==> config.mk <==
export PLATFORM = sky130hd
export DESIGN_NAME = conv_window_sequencer
export DESIGN_NICKNAME = d
export VERILOG_FILES = /design/src/rtl/conv_window_sequencer.sv
export SDC_FILE = /design/constraint.sdc
export NUM_CORES = 1
export LEC_CHECK = 0
export ABC_AREA = 0
export CORE_MARGIN = 10
export CORE_UTILIZATION = 25
export CTS_BUF_LIST = sky130_fd_sc_hd__clkbuf_4 sky130_fd_sc_hd__clkbuf_8
export CTS_CLUSTER_SIZE = 10
export DETAILED_ROUTE_END_ITERATION = 10
export MAX_ROUTING_LAYER = met4
export PLACE_DENSITY = 0.53
export SLEW_MARGIN = 30
export SYNTH_ARGS = -nofsm -noshare
export SYNTH_HDL_FRONTEND = slang
export SYNTH_SLANG_ARGS = --single-unit
==> constraint.sdc <==
create_clock -name clk -period 1.75 [get_ports clk]
set_input_delay 0.4375 -clock clk [delete_from_list [all_inputs] [get_ports clk]]
set_output_delay 0.4375 -clock clk [all_outputs]
set_load 0.01 [all_outputs]
==> src/rtl/conv_window_sequencer.sv <==
// Window-walk read sequencer for a row-packed image RAM: one RAM read per kernel row,
// with the matching latched kernel row presented alongside the returning RAM data.
module conv_window_sequencer #(
    parameter int KSIZE  = 3,
    parameter int DW     = 8,
    parameter int ADDR_W = 8,
    parameter int IMG_W  = 16,
    parameter int IMG_H  = 16,
    parameter int STRIDE = 1
) (
    input  logic                        clk,
    input  logic                        rst,
    input  logic                        start_i,
    input  logic [KSIZE*KSIZE*DW-1:0]   kernel_i,
    input  logic                        mac_ready_i,
    output logic                        ram_en_o,
    output logic [ADDR_W-1:0]           ram_addr_o,
    output logic [KSIZE*DW-1:0]         weight_o,
    output logic                        row_valid_o,
    output logic                        mac_clr_o,
    output logic                        win_last_o,
    output logic                        busy_o,
    output logic                        done_o
);

    // state | meaning
    // IDLE  | waiting for start; kernel snapshot taken on accept
    // RUN   | one row beat per cycle with mac_ready_i high
    // FLUSH | final beat's RAM read in flight
    // DONE  | final row_valid on the outputs; done pulses next cycle
    typedef enum logic [1:0] {S_IDLE, S_RUN, S_FLUSH, S_DONE} state_t;

    localparam int OUT_W = (IMG_W - KSIZE) / STRIDE + 1;
    localparam int OUT_H = (IMG_H - KSIZE) / STRIDE + 1;
    localparam int ROW_W = KSIZE * DW;
    localparam int KW    = KSIZE * ROW_W;
    localparam int WR_W  = (OUT_H > 1) ? $clog2(OUT_H) : 1;
    localparam int WC_W  = (OUT_W > 1) ? $clog2(OUT_W) : 1;
    localparam int KR_W  = $clog2(KSIZE);

    localparam logic [WR_W-1:0]   WR_LAST  = WR_W'(OUT_H - 1);
    localparam logic [WC_W-1:0]   WC_LAST  = WC_W'(OUT_W - 1);
    localparam logic [KR_W-1:0]   KR_LAST  = KR_W'(KSIZE - 1);
    localparam logic [ADDR_W-1:0] STRIDE_A = ADDR_W'(STRIDE);
    localparam logic [ADDR_W-1:0] IMG_W_A  = ADDR_W'(IMG_W);

    state_t              state_q, state_d;
    logic [WR_W-1:0]     wr_q, wr_d;
    logic [WC_W-1:0]     wc_q, wc_d;
    logic [KR_W-1:0]     kr_q, kr_d;
    logic [KW-1:0]       kernel_q, kernel_d;
    logic                ram_en_q, ram_en_d;
    logic [ADDR_W-1:0]   ram_addr_q, ram_addr_d;
    logic [KR_W-1:0]     beat_kr_q, beat_kr_d;
    logic                row_valid_q, row_valid_d;
    logic [ROW_W-1:0]    weight_q, weight_d;
    logic                mac_clr_q, mac_clr_d;
    logic                win_last_q, win_last_d;
    logic                busy_q, busy_d;
    logic                done_q, done_d;
    logic [ADDR_W-1:0]   addr_calc;
    logic [ROW_W-1:0]    w_sel;

    // Modular arithmetic in ADDR_W bits yields the same low bits as the full product.
    always_comb begin
        addr_calc = (ADDR_W'(wr_q) * STRIDE_A + ADDR_W'(kr_q)) * IMG_W_A
                    + ADDR_W'(wc_q) * STRIDE_A;
    end

    always_comb begin
        w_sel = '0;
        for (int i = 0; i < KSIZE; i++) begin
            if (beat_kr_q == KR_W'(i)) begin
                w_sel = kernel_q[(KSIZE-1-i)*ROW_W +: ROW_W];
            end
        end
    end

    always_comb begin
        state_d    = state_q;
        wr_d       = wr_q;
        wc_d       = wc_q;
        kr_d       = kr_q;
        kernel_d   = kernel_q;
        ram_en_d   = 1'b0;
        ram_addr_d = ram_addr_q;
        beat_kr_d  = beat_kr_q;
        busy_d     = busy_q;
        done_d     = 1'b0;

        case (state_q)
            S_IDLE: begin
                // done_q high means this is the done cycle; starts there are dropped
                if (start_i && !done_q) begin
                    kernel_d = kernel_i;
                    wr_d     = '0;
                    wc_d     = '0;
                    kr_d     = '0;
                    busy_d   = 1'b1;
                    state_d  = S_RUN;
                end
            end
            S_RUN: begin
                if (mac_ready_i) begin
                    ram_en_d   = 1'b1;
                    ram_addr_d = addr_calc;
                    beat_kr_d  = kr_q;
                    if (kr_q == KR_LAST) begin
                        kr_d = '0;
                        if (wc_q == WC_LAST) begin
                            wc_d = '0;
                            if (wr_q == WR_LAST) begin
                                wr_d    = '0;
                                state_d = S_FLUSH;
                            end else begin
                                wr_d = wr_q + 1'b1;
                            end
                        end else begin
                            wc_d = wc_q + 1'b1;
                        end
                    end else begin
                        kr_d = kr_q + 1'b1;
                    end
                end
            end
            S_FLUSH: begin
                state_d = S_DONE;
            end
            S_DONE: begin
                done_d  = 1'b1;
                busy_d  = 1'b0;
                state_d = S_IDLE;
            end
            default: begin
                state_d = S_IDLE;
            end
        endcase
    end

    always_comb begin
        row_valid_d = ram_en_q;
        weight_d    = ram_en_q ? w_sel : weight_q;
        mac_clr_d   = ram_en_q && (beat_kr_q == '0);
        win_last_d  = ram_en_q && (beat_kr_q == KR_LAST);
    end

    always_ff @(posedge clk) begin
        if (rst) begin
            state_q     <= S_IDLE;
            wr_q        <= '0;
            wc_q        <= '0;
            kr_q        <= '0;
            kernel_q    <= '0;
            ram_en_q    <= 1'b0;
            ram_addr_q  <= '0;
            beat_kr_q   <= '0;
            row_valid_q <= 1'b0;
            weight_q    <= '0;
            mac_clr_q   <= 1'b0;
            win_last_q  <= 1'b0;
            busy_q      <= 1'b0;
            done_q      <= 1'b0;
        end else begin
            state_q     <= state_d;
            wr_q        <= wr_d;
            wc_q        <= wc_d;
            kr_q        <= kr_d;
            kernel_q    <= kernel_d;
            ram_en_q    <= ram_en_d;
            ram_addr_q  <= ram_addr_d;
            beat_kr_q   <= beat_kr_d;
            row_valid_q <= row_valid_d;
            weight_q    <= weight_d;
            mac_clr_q   <= mac_clr_d;
            win_last_q  <= win_last_d;
            busy_q      <= busy_d;
            done_q      <= done_d;
        end
    end

    assign ram_en_o    = ram_en_q;
    assign ram_addr_o  = ram_addr_q;
    assign weight_o    = weight_q;
    assign row_valid_o = row_valid_q;
    assign mac_clr_o   = mac_clr_q;
    assign win_last_o  = win_last_q;
    assign busy_o      = busy_q;
    assign done_o      = done_q;

endmodule

# Yosys cells after proc, flatten, opt, wreduce, memory -nomap -nowiden
# Index checks and enable logic that the tools add are counted.
[op_classes]
add_sub_neg = 5
eq_ne = 13
muxes = 27
bitwise = 1
n_reduce_logical = 16
[op_table]
columns = ["op", "count"]
rows = [
  ["$mux W24", 3],
  ["$mux W4", 8],
  ["$mux W2", 8],
  ["$pmux W4 S2", 2],
  ["$ne A2 B2 Y1 const B", 5],
  ["$reduce_and A5 Y1", 2],
  ["$add A4 B1 Y4 const B", 2],
  ["$add A8 B4 Y8", 1],
  ["$eq A2 B2 Y1 const B", 4],
  ["$eq A4 B4 Y1 const B", 2],
  ["$pmux W2 S4", 1],
  ["$reduce_and A2 Y1", 3],
  ["$add A4 B2 Y4", 1],
  ["$eq A2 B1 Y1 const B", 2],
  ["$logic_not A2 Y1", 2],
  ["$pmux W2 S2", 1],
  ["$reduce_and A4 Y1", 1],
  ["$reduce_bool A2 Y1", 2],
  ["$logic_and A1 B1 Y1", 3],
  ["$mux W1", 3],
  ["$reduce_and A3 Y1", 1],
  ["$add A2 B1 Y2 const B", 1],
  ["$pmux W1 S2", 1],
  ["$reduce_or A2 Y1", 1],
  ["2 further kinds", 2],
]
[word_totals]
ff_bits = 124
inputBits = 76
output_inout_bits = 38
wordCells = 76

# Depth between registers and ports, before layout
# Gate-level depths: netlist (run 1).
[logic_depth]
word_depth = 6
mapped_depth = 7
mapped_depth_nobuf = 6

# Worst setup path after synthesis (run 1)
# Ideal clock, no wire load.
[synth_path]
path_type = "register to register"
startpoint = "reg state_q[1]"
endpoint = "reg wr_q[0]"
setup_time_ps = 67
arrival_time_ps = 1560
required_ps = 1683
setup_slack_ps = 122
path_stages_with_launch = 8
n_path_buf = 1
synth_period_minus_slack_ps = 1628
path_cell_list = "dfxtp_1 inv_1 ha_1 buf_2 nand2b_1 o21ai_4 or4_4 o21ai_2"
[synth_between]
elab_chain_len = 3
word_cells_on_any_way = 9
cone_classes = "eq/ne: 5; mux: 1; reduce/logical: 3"
[synth_rtl]
columns = ["item", "line", "rtl"]
rows = [
  ["from (decl)", "47", "state_t state_q, state_d;"],
  ["from (signal assigned)", "164", "state_q <= state_d;"],
  ["$eq A2 B1 Y1 or $logic_not A2 Y1 (tied branches)", "91", "case (state_q)"],
  ["$ne A2 B2 Y1 (no source line) or $reduce_bool A2 Y1 (tied branches)", "--", ""],
  ["$reduce_and A5 Y1 (no source line)", "--", ""],
  ["to (signal assigned)", "165", "wr_q <= wr_d;"],
  ["to (decl)", "48", "logic [WR_W-1:0] wr_q, wr_d;"],
]
# Several ways; a longest one is shown, not always the timed one.
# A chain may end at the register's enable or synchronous reset.

# Final worst setup path (run 1)
[layout_path]
startpoint = "reg state_q[0]"
endpoint = "reg wr_q[0]"
# The elaborated chain is that of the path after synthesis.

==> flow_summary.toml, run 1 <==
[die]
die_w_um = 163
rows = 52
initial_core_util_pct = 25.4
die_area_mm2 = 0.0267
die_h_um = 163
core_mm2 = 0.0202
ioPinCount = 114

[logic_synthesis]
synth_largest_area_cell = "dfxtp_1"
synth_seq_cells = 124
ys_seq_area_share_pct = 48.2
synth_async_sr_flop_share_pct = 0
syn-num-nets = 719
syn-mean-instance-area_um2 = 8.17
synth-edff-count = 0
synth.area.top_cells = "dfxtp_1 48%, nand2_1 12%, a21oi_1 11%"
synth_area_mm2 = 0.00515
synth_ff_type = "dfxtp_1"
synthCells = 630
netlist.area_leader.share_pct = 48.2
synth_cell_type_count = 45
synth_warnings = 0

[critical_path]
r2r_start = "state_q[0]"
worstPathCellList = "buf_4, ha_1, nand2b_1, o21ai_4, or4_4, o21ai_2"
worstSetupEndpoint = "wr_q[0]"
reg2reg_to = "wr_q[0]"
cp_max_fo = 8
cp_slowest_cell = "or4_4"
rrSetupSlack_ps = 110
crit_type = "reg -> reg"
ff2ff_path_depth = 6
endpoint_kind = "flip-flop"
worst_ep_required_time_ps = 2130
max_stage_delay_ps = 490
setup.worst_path.start = "state_q[0]"
startpoint_type = "flip-flop"
arrival_ps = 2030

[cts]
cts_tree = "yes"
clockBufferDepth = 2
clk_pin_slew_ps = 80
cts_buffers = 17
cts_num_sinks = 124
h-tree-depth = 4
cts_root_buffer = "clkbuf_8"
clkLatencyLatePin_ps = 440

[global_route]
antenna_found_initial = 0
grt_pass1_vias = 4476
grt_start_max_net_pins = 51
grt_pass1_wl_um = 24600
overflow = 0
grt_util_all_layers_pct = 12.2

[final_layout]
fin_area_mm2 = 0.00710
n_fill_cell = 2161
layout-drive-gt1-share_pct = 10.1
final_cells = 1030
register_area_mm2 = 0.00248
multi_input_area_mm2 = 0.00244
antenna_cells = 0
final_nets = 836
area_delta_synth_final_pct = 37.9

[timing]
holdWs_ps = 226
slew_headroom_pct = 73.5
hold_viol = 0
layout_setup_ws_ps = 107
max_freq_mhz = 609
report.final.slew_viol_count = 0
worst_clock_skew_ps = 8.38
rsz0062_at_grt = "false"
post-route-min-period_ps = 1640
worst_pin_slew_ps = 386
finalSetupViolations = 0
period_share_pct = 93.9

[pwr]
p_leak_nw = 2.71
p_total_w = 0.00874
power.density_mw_per_mm2 = 1230
peakVddDrop_v = 0.000405

[outcome]
status = "completed"

[route]
drc = 0
first_pass_iters = 4
drtIter0Drc = 291
vias_per_cell = 4.36
routedWlPerCell_um = 15.3
num_vias = 4491
ant_nets = 0
wl_um = 15700

[placement]
pre_cts_ws_ps = -175
dp_hpwl_um = 11500
portBuffers = 113
dp.cells = 998
routabilityCongestion = 0.804
placed_area_mm2 = 0.00672

[worst_hold_path]
hold_depth = 2
hold_start = "rst"
holdCritPathClass = "in -> reg"

[job]
cap_violations = 0
## cells in the mapped netlist, types with 2 or more instances
cell type    n
ha_1        12
xnor2_1      3
nand2b_1     3
o21ai_2      2
and2_1       3
nor2_1      56
dfxtp_1    124
nand2_1    167
a21oi_1    108
nand3_1      3
clkbuf_1    18
nand4_1      3
inv_1       13
nor2b_1      4
a211oi_1    28
o21ai_0      6
buf_4        3
buf_1        2
buf_2       20
mux2i_1     27
## final cells by class
class                      count  share of cell area (%)
clock buffer                  18                    3.40
clock inverter                14                    2.29
inverter                      14                   0.740
multi-input combinational    449                    34.4
sequential                   124                    35.0
tap                          270                    4.76
timing repair buffer         141                    19.4
## stage by stage
step	utilization, %	setup TNS [ps]
after global routing	35.1	0
final	35.1	0
after detailed placement	33.2	-5870
after global placement	33.2	-5740
after CTS	35.0	0
after floorplan	-	0
## worst max-delay path, delay by kind of cell, from the launching register on
kind / cells / cell delay, ps
buffers and inverters: 1 / 140
AO/OA/AOI/OAI: 2 / 190
flip-flops: 1 / 330
AND/OR/NAND/NOR: 2 / 660
adder cells (fa/ha/maj): 1 / 260
## timing repair
| item | CTS | global route |
|---|---|---|
| gates resized for setup | 38 | 3 |
| hold buffers | 0 | 0 |
| setup endpoints to repair | 38 | 2 |
| setup buffers | 0 | 0 |
## state kept, by name, indices dropped and copies added (netlist names), 2 cells and up
signal and cells:
kernel_q 72, state_q 2, beat_kr_q 2, kr_q 2
weight_o 24, wr_q 4, ram_addr_o 8, wc_q 4
## report_power, final
part | internal (W) | switching, W | leakage, nW
clock | 0.00131 | 0.00125 | 0.192
combinational | 0.00114 | 0.00153 | 1.50
sequential | 0.00327 | 0.000236 | 1.01
total | 0.00573 | 0.00302 | 2.71
## cell families after synthesis
group	share of synthesized area, %
and+or+nand+nor	20.0
adders and majority gates	3.31
DFF	48.2
buffers and inverters	4.86
xor gates and xnor gates	0.511
AOI/OAI and AO/OA	17.9
muxes	5.25
## per-layer routing
layer  track usage (%)  vias up  wire (um)
li1                  -     2349          -
met1              16.2     2038       7850
met2              17.3       94       6980
met3              2.87       10        690
met4              4.75        0        204
met5                 -        -          0
## cells in the final DEF, fill, tap and decap left out, drive strengths merged, types with 4 or more instances in the layout
cell type / count
ha: 12
nand2: 168
clkinvlp: 4
dlygate4sd2: 38
inv: 19
nor2b: 5
o21ai: 9
dfxtp: 124
nor2: 57
a21oi: 108
clkbuf: 18
mux2i: 27
a211oi: 29
clkdlybuf4s50: 74
buf: 29
## how the worst min path moves through the flow
| stage | to |
|---|---|
| finish | ram_addr_o[0] |
| global route | ram_addr_o[0] |
| CTS | ram_addr_o[2] |
| detailed placement | kernel_q[32] |
| global placement | kernel_q[32] |
| floorplan | kernel_q[48] |
Note: power is estimated with default switching activity, not from simulation.
==> inputs of run 2 (changes only) <==
--- a/config.mk
+++ b/config.mk
@@ -9,7 +9,6 @@
 export CORE_MARGIN = 10
 export CORE_UTILIZATION = 25
 export CTS_BUF_LIST = sky130_fd_sc_hd__clkbuf_4 sky130_fd_sc_hd__clkbuf_8
-export CTS_CLUSTER_SIZE = 10
 export DETAILED_ROUTE_END_ITERATION = 10
 export MAX_ROUTING_LAYER = met4
 export PLACE_DENSITY = 0.53
==> results of run 2 <==
The final DEF is identical to that of run 1; final timing and power are the same.
==> inputs of run 3 (changes only) <==
--- a/config.mk
+++ b/config.mk
@@ -11,7 +11,7 @@
 export CTS_BUF_LIST = sky130_fd_sc_hd__clkbuf_4 sky130_fd_sc_hd__clkbuf_8
 export DETAILED_ROUTE_END_ITERATION = 10
 export MAX_ROUTING_LAYER = met4
-export PLACE_DENSITY = 0.53
+export PLACE_DENSITY = 0.46
 export SLEW_MARGIN = 30
 export SYNTH_ARGS = -nofsm -noshare
 export SYNTH_HDL_FRONTEND = slang
==> run 3 against run 2 <==
Compared with the run above: fmax is 0.26% higher; die area did not move; worst hold slack improved by 110 ps; global-route usage is 0.18 points higher; routed wire length increased by 2.9%; clock skew down 2.9 ps; via count increased by 2.2%; power is 2.6% higher; sequential power hardly changed; register-to-register slack about the same; cell count grew 0.19%; sequential share of layout area shrank 0.34 points; critical path type unchanged.
==> flow_summary.toml, run 3 (same netlist as run 1, synthesis figures left out) <==
[outcome]
status = "completed"

[pwr]
p_leak_nw = 2.74
switchingPower_w = 0.00306
power.density_mw_per_mm2 = 1250
p_comb_share_pct = 31.9
swShare_pct = 34.1
power.share.clock_pct = 28.9
peakVddDrop_v = 0.000548
p_int_w = 0.00591
seqPwrFrac_pct = 39.1

[final_layout]
antenna_cells = 0
final_common_cell = "nand2_1"
n_fill_cell = 2111
fin_area_mm2 = 0.00717
largest_reg_flops = 72
area_delta_synth_final_pct = 39.2
multi_input_area_mm2 = 0.00247
layout-drive-gt1-share_pct = 10.5
final_nets = 838
register_area_mm2 = 0.00248
final_cell_mix = "166 x nand2_1, 123 x dfxtp_1, 108 x a21oi_1, 74 x clkdlybuf4s50_1, 56 x nor2_1"
largest-register = "kernel_q"
final_cells = 1032

[cts]
cts_root_buffer = "clkbuf_8"
cts_num_sinks = 124
clockBufferDepth = 2
clk_pin_slew_ps = 70
h-tree-depth = 4
postCtsHoldBufs = 0
cts_tree = "yes"
clkLatencyLatePin_ps = 440
cts_buffers = 17

[placement]
pre_cts_ws_ps = -267
routabilityCongestion = 0.804
portBuffers = 113
dp_hpwl_um = 12200
dp.cells = 1000
placed_area_mm2 = 0.00675

[die]
core_mm2 = 0.0202
initial_core_util_pct = 25.4
die_h_um = 163
die_area_mm2 = 0.0267
rows = 52
ioPinCount = 114
die_w_um = 163

[timing]
max_freq_mhz = 610
setup_tns_ps = 0
period_share_pct = 93.6
slew_headroom_pct = 67.0
worst_pin_slew_ps = 495
report.final.slew_viol_count = 0
holdWs_ps = 331
finalSetupViolations = 0
worst_clock_skew_ps = 5.50
layout_setup_ws_ps = 111
hold_viol = 0
rsz0062_at_grt = "false"
post-route-min-period_ps = 1640

[global_route]
antenna_found_initial = 0
grt_util_all_layers_pct = 12.3
grt_start_max_net_pins = 50
grt_pass1_vias = 4525
grt_pass1_wl_um = 25000
overflow = 0

[critical_path]
endpoint_kind = "flip-flop"
r2r_start = "state_q[1]"
startpoint_type = "flip-flop"
arrival_ps = 1990
setup.worst_path.start = "state_q[1]"
worst_ep_required_time_ps = 2110
crit_type = "reg -> reg"
cp_max_fo = 6
rrSetupSlack_ps = 110

[route]
routedWlPerCell_um = 15.7
drc = 0
drtIter0Drc = 249
wl_um = 16200
vias_per_cell = 4.45
num_vias = 4588
ant_nets = 0
first_pass_iters = 4

[worst_hold_path]
hold_start = "rst"
holdCritPathClass = "in -> reg"

[job]
cap_violations = 0
[run 3: cell types whose count changed in the layout (fill, tap and decap cells not counted), sizes merged]
cell | before | now
buf | 29 | 31
clkbuf | 18 | 20
inv | 19 | 17
[run 3: path summary, 6_finish.rpt]
kind                                       to  cells past startpoint
worst min register to register  ram_addr_o[3]                      2
worst max register to register        wc_q[3]                      6
worst min-delay path            ram_addr_o[3]                      2
worst max-delay path                  wc_q[3]                      6
[run 3: layer usage]
metal	vias up	share of wire, %	track usage (%)
met5	-	0	-
li1	2351	-	-
met4	0	1.1	4.06
met3	12	4.8	3.12
met2	102	44	17.7
met1	2123	50	16.6
[run 3: final cells by class]
type / count / share of cell area [%]
Clock buffer: 20 / 3.84
Timing Repair Buffer: 143 / 19.6
Inverter: 14 / 0.733
Sequential cell: 124 / 34.7
Clock inverter: 12 / 1.89
Multi-Input combinational cell: 449 / 34.5
Tap cell: 270 / 4.71
[run 3: worst max-delay path: stages, from the launching register on]
cell	delay, ps
dfxtp_1	380
inv_1	160
ha_4	230
and3b_1	180
o221a_2	280
mux2i_1	140
nor4_2	190
[run 3: per-stage QoR]
stage | total power, W | util, %
finish | 0.00897 | 35.4
global route | 0.00954 | 35.4
CTS | 0.00897 | 35.2
detailed placement | 0.00641 | 33.3
global placement | 0.00635 | 33.3
floorplan | 0.00515 | -
[run 3: power groups by stage]
stage	registers, W	clock network [W]	logic (W)
after floorplan	0.00359	0	0.00155
after global placement	0.00356	0	0.00279
after detailed placement	0.00358	0	0.00283
after CTS	0.00351	0.00267	0.00279
after global routing	0.00357	0.00279	0.00318
final	0.00351	0.00260	0.00286
[run 3: timing repair]
action / 4_1_cts / 5_1_grt
hold endpoints to repair: 0 / 0
cloned: 0 / 0
setup buffers: 0 / 0
pin swaps: 0 / 1
resized for setup: 39 / 8
setup endpoints to repair: 39 / 36
